### src/rtl/alu_nibble_seq.sv
// alu_nibble_seq: 8-bit ADD/ADC/SUB/SBC/CP computed in two nibble passes.
// Start/done handshake; result and flags are registered outputs.
module alu_nibble_seq (
  input  logic       clk,
  input  logic       reset,
  input  logic       start,
  input  logic [2:0] op,
  input  logic [7:0] opa,
  input  logic [7:0] opb,
  input  logic       cin,
  output logic       busy,
  output logic       done,
  output logic [7:0] result,
  output logic       flag_z,
  output logic       flag_n,
  output logic       flag_h,
  output logic       flag_c
);

  typedef enum logic [1:0] {
    S_IDLE,
    S_LO,
    S_HI
  } state_t;

  localparam logic [2:0] OP_ADC = 3'd1;
  localparam logic [2:0] OP_SUB = 3'd2;
  localparam logic [2:0] OP_SBC = 3'd3;
  localparam logic [2:0] OP_CP  = 3'd4;

  state_t     state_q, state_d;
  logic [2:0] op_q, op_d;
  logic [7:0] a_q, a_d;
  logic [7:0] b_q, b_d;
  logic       cin_q, cin_d;
  logic [3:0] lo_q, lo_d;
  logic       c4_q, c4_d;
  logic       done_q, done_d;
  logic [7:0] result_q, result_d;
  logic       z_q, z_d;
  logic       n_q, n_d;
  logic       h_q, h_d;
  logic       c_q, c_d;

  logic       is_sub;
  logic       is_arith;
  logic       ci_lo;
  logic [3:0] bl;
  logic [3:0] bh;
  logic [4:0] lo_sum;
  logic [4:0] hi_sum;
  logic [7:0] full;

  always_comb begin
    is_sub   = (op_q == OP_SUB) || (op_q == OP_SBC) ||
               (op_q == OP_CP);
    is_arith = (op_q <= OP_CP);
    // Subtract is a + ~b + ~borrow, so carries invert into borrows
    bl       = is_sub ? ~b_q[3:0] : b_q[3:0];
    bh       = is_sub ? ~b_q[7:4] : b_q[7:4];
    if (is_sub)
      ci_lo = ~((op_q == OP_SBC) & cin_q);
    else
      ci_lo = (op_q == OP_ADC) & cin_q;
    lo_sum = {1'b0, a_q[3:0]} + {1'b0, bl} + {4'b0, ci_lo};
    hi_sum = {1'b0, a_q[7:4]} + {1'b0, bh} + {4'b0, c4_q};
    full   = {hi_sum[3:0], lo_q};
  end

  always_comb begin
    state_d  = state_q;
    op_d     = op_q;
    a_d      = a_q;
    b_d      = b_q;
    cin_d    = cin_q;
    lo_d     = lo_q;
    c4_d     = c4_q;
    done_d   = 1'b0;
    result_d = result_q;
    z_d      = z_q;
    n_d      = n_q;
    h_d      = h_q;
    c_d      = c_q;
    unique case (state_q)
      S_IDLE: begin
        if (start) begin
          op_d    = op;
          a_d     = opa;
          b_d     = opb;
          cin_d   = cin;
          state_d = S_LO;
        end
      end
      S_LO: begin
        lo_d    = lo_sum[3:0];
        c4_d    = lo_sum[4];
        state_d = S_HI;
      end
      S_HI: begin
        done_d  = 1'b1;
        state_d = S_IDLE;
        if (is_arith) begin
          z_d = (full == 8'd0);
          n_d = is_sub;
          h_d = is_sub ? ~c4_q : c4_q;
          c_d = is_sub ? ~hi_sum[4] : hi_sum[4];
          if (op_q != OP_CP)
            result_d = full;
        end
      end
      default: state_d = S_IDLE;
    endcase
  end

  always_ff @(posedge clk) begin
    if (reset) begin
      state_q  <= S_IDLE;
      op_q     <= 3'd0;
      a_q      <= 8'd0;
      b_q      <= 8'd0;
      cin_q    <= 1'b0;
      lo_q     <= 4'd0;
      c4_q     <= 1'b0;
      done_q   <= 1'b0;
      result_q <= 8'd0;
      z_q      <= 1'b0;
      n_q      <= 1'b0;
      h_q      <= 1'b0;
      c_q      <= 1'b0;
    end else begin
      state_q  <= state_d;
      op_q     <= op_d;
      a_q      <= a_d;
      b_q      <= b_d;
      cin_q    <= cin_d;
      lo_q     <= lo_d;
      c4_q     <= c4_d;
      done_q   <= done_d;
      result_q <= result_d;
      z_q      <= z_d;
      n_q      <= n_d;
      h_q      <= h_d;
      c_q      <= c_d;
    end
  end

  assign busy   = (state_q != S_IDLE);
  assign done   = done_q;
  assign result = result_q;
  assign flag_z = z_q;
  assign flag_n = n_q;
  assign flag_h = h_q;
  assign flag_c = c_q;

endmodule

### config.mk
export PLATFORM = sky130hd
export DESIGN_NAME = alu_nibble_seq
export DESIGN_NICKNAME = d
export VERILOG_FILES = /design/src/rtl/alu_nibble_seq.sv
export SDC_FILE = /design/constraint.sdc
export NUM_CORES = 1
export LEC_CHECK = 0
export ABC_AREA = 1
export ABC_CLOCK_PERIOD_IN_PS = 6590
export CORE_MARGIN = 5
export CORE_UTILIZATION = 31
export CTS_CLUSTER_DIAMETER = 40
export DETAILED_ROUTE_END_ITERATION = 7
export PLACE_DENSITY = 0.6
export SLEW_MARGIN = 20
export SYNTH_ARGS = -nofsm -noshare
export SYNTH_HDL_FRONTEND = slang
export SYNTH_SLANG_ARGS = --single-unit
### constraint.sdc
create_clock -name clk -period 6.59 [get_ports clk]
set_input_delay 1.318 -clock clk [delete_from_list [all_inputs] [get_ports clk]]
set_output_delay 1.318 -clock clk [all_outputs]
set_load 0.01 [all_outputs]
==> impl_metrics.json <==
{
  "cts_hold_buffers": 0,
  "yosys_warnings": 0,
  "die_w_um": 86.7,
  "synth_cell_types": 21,
  "drc": 0,
  "ant_nets": 0,
  "cts-buffers-inserted": 5,
  "diodes": 0,
  "io_pins": 37,
  "start_util_pct": 31.3,
  "setup_slack_ps": 3940,
  "finalSetupViolCount": 0,
  "worst_hold_slack_ps": 488,
  "clock_latency_ps": 290,
  "globalplace.congestion": 0.783,
  "pwr-share-seq_pct": 44.8,
  "wl_um": 3660,
  "pwr-share-clk_pct": 33.7,
  "report.final.hold_viol_count": 0,
  "syn_area_mm2": 0.00182,
  "status": "finished clean",
  "hold_path.class": "flop to flop",
  "skew_ps": 7.11,
  "comb_power_share_pct": 21.5,
  "max_cap_viol_count": 0,
  "die-area_mm2": 0.00751,
  "reg2reg_slack_ps": 4220,
  "grt_pass1_wl_um": 6390,
  "grt_pass1_vias": 1464,
  "path_clk_slew_ps": 80,
  "rr_endpoint": "flag_z",
  "routedWlPerCell_um": 10.5,
  "power.density_mw_per_mm2": 256,
  "p_sw_uw": 173,
  "place_ws_ps": 3620,
  "placed_area_mm2": 0.00225,
  "ys_async_sr_fraction_pct": 0,
  "mostFrequentLayoutCell": "nor2_1",
  "max_slew_margin_pct": 46.1,
  "viasPerCell": 4.34,
  "syn_area_per_cell_um2": 7.72,
  "worstMarginPinSlew_ps": 808,
  "ys.flop_type": "dfxtp_1",
  "grt_overflow": 0,
  "postCtsResizedCells": 0,
  "finalMaxSlewViolations": 0,
  "arrival_ps": 2880,
  "endpoint_kind": "flop",
  "root_buffer": "clkbuf_8",
  "grt_start_max_net_pins": 34,
  "synth_area_leader_cell": "dfxtp_1",
  "vias": 1510,
  "clock_sinks": 40,
  "fp.dieH_um": 86.7,
  "dr.pass1.iters": 4,
  "rsz0062_at_grt": "false",
  "crit_type": "input port to flop",
  "synth_top_area_share_pct": 43.9,
  "fin_util_pct": 40.6,
  "r2r_start": "op_q[2]",
  "p_leak_uw": 0.00104,
  "final_cell_mix": "nor2_1, dfxtp_1, clkdlybuf4s50_1",
  "fin_area_mm2": 0.00236,
  "p_int_uw": 432,
  "switching_share_pct": 28.6,
  "htree_num_levels": 2,
  "ys_seq_area_share_pct": 43.9,
  "yosys-top-cells-area": "dfxtp_1, nor2_1, o21ai_0, xor2_1, fa_1",
  "period_needed_ps": 2650,
  "post-route-period-util_pct": 40.3,
  "critPathLaunch": "reset",
  "row_count": 28,
  "area_growth_pct": 29.5,
  "ys_ff_latch": 40,
  "max_freq_ghz": 0.377,
  "rr_worst_depth": 11,
  "cts_setup_buffers": 0,
  "synth-edff-count": 0,
  "cp_max_fo": 33,
  "cts_tree": "yes",
  "nets": 305,
  "vdd_drop_max_uv": 102,
  "drive_gt1_share_pct": 7.33,
  "drt_iter0_drc": 75,
  "post-dp-hpwl_um": 2790,
  "antenna_found_initial": 0,
  "crit_required_ps": 6820,
  "critPathCapture": "op_q[1]",
  "grt_usage_pct": 10.4,
  "startpoint_type": "input port",
  "tns_ps": 0,
  "cts_buffer_depth": 2,
  "io_buffer_count": 36,
  "coreArea_mm2": 0.00582,
  "synth_cells": 236,
  "syn-num-nets": 269
}
## Yosys cell counts, types with 3 or more instances
| master | number |
|---|---|
| a21oi_1 | 12 |
| buf_2 | 4 |
| clkbuf_1 | 3 |
| dfxtp_1 | 40 |
| fa_1 | 4 |
| ha_1 | 6 |
| inv_1 | 10 |
| inv_2 | 7 |
| nand2_1 | 15 |
| nand3_1 | 13 |
| nor2_1 | 69 |
| o21ai_0 | 28 |
| o21ai_1 | 7 |
| xor2_1 | 10 |
## flip-flops by register name, summed over array words and instances (netlist names)
name     flops
a_q          8
b_q          8
result       8
lo_q         4
op_q         3
state_q      2
c4_q         1
cin_q        1
done         1
flag_c       1
flag_h       1
flag_n       1
flag_z       1
## worst min path at each step
| stage | startpoint | end | slack, ps | cells past startpoint |
|---|---|---|---|---|
| 6_report | flag_n | flag_n | 490 | 2 |
| 5_1_grt | a_q[6] | a_q[6] | 530 | 2 |
| 4_1_cts | flag_n | flag_n | 490 | 2 |
| 3_5_place_dp | flag_n | flag_n | 470 | 2 |
| 3_3_place_gp | flag_n | flag_n | 460 | 2 |
| 2_1_floorplan | cin_q | cin_q | 460 | 2 |
## cells by family after synthesis
logic type,synth area share (%)
AO/OA/AOI/OAI,13.7
XOR/XNOR,5.28
adder cells (fa/ha/maj),8.51
buffers and inverters,5.22
flip-flops,43.9
AND/OR/NAND/NOR,23.3
## area by class of cell
type                       instances  area [µm²]
clock buffer                       5        68.8
inverter                          17        63.8
timing repair buffer              36         360
sequential                        40         801
tap                               75        93.8
fill                             637        3450
clock inverter                     3        46.3
multi-input combinational        172         927
## critical path, stage by stage
cell,delay (ps)
clkdlybuf4s50_1,550
inv_1,660
o21ai_0,200
a21oi_1,140
## per-stage QoR
step                      total power (µW)  instances
after floorplan                        367        236
after global placement                 407        340
after detailed placement               408        340
after CTS                              614        348
after global routing                   645        348
final                                  606        348
## power groups by stage
stage / clock (µW) / combinational [µW] / sequential (µW)
CTS: 212 / 131 / 271
floorplan: 0 / 91.6 / 276
global route: 223 / 148 / 274
detailed placement: 0 / 130 / 277
finish: 204 / 130 / 271
global placement: 0 / 131 / 277
## routing by layer
layer,vias to the layer above,GRT usage (%),routed length (µm),share of wire [%]
met5,-,0,0,0
met4,0,2.55,28,0.77
met3,4,3.80,217,5.9
met2,31,16.2,1620,44
met1,644,13.8,1790,49
li1,831,-,-,-
(Power assumes the default switching activity.)
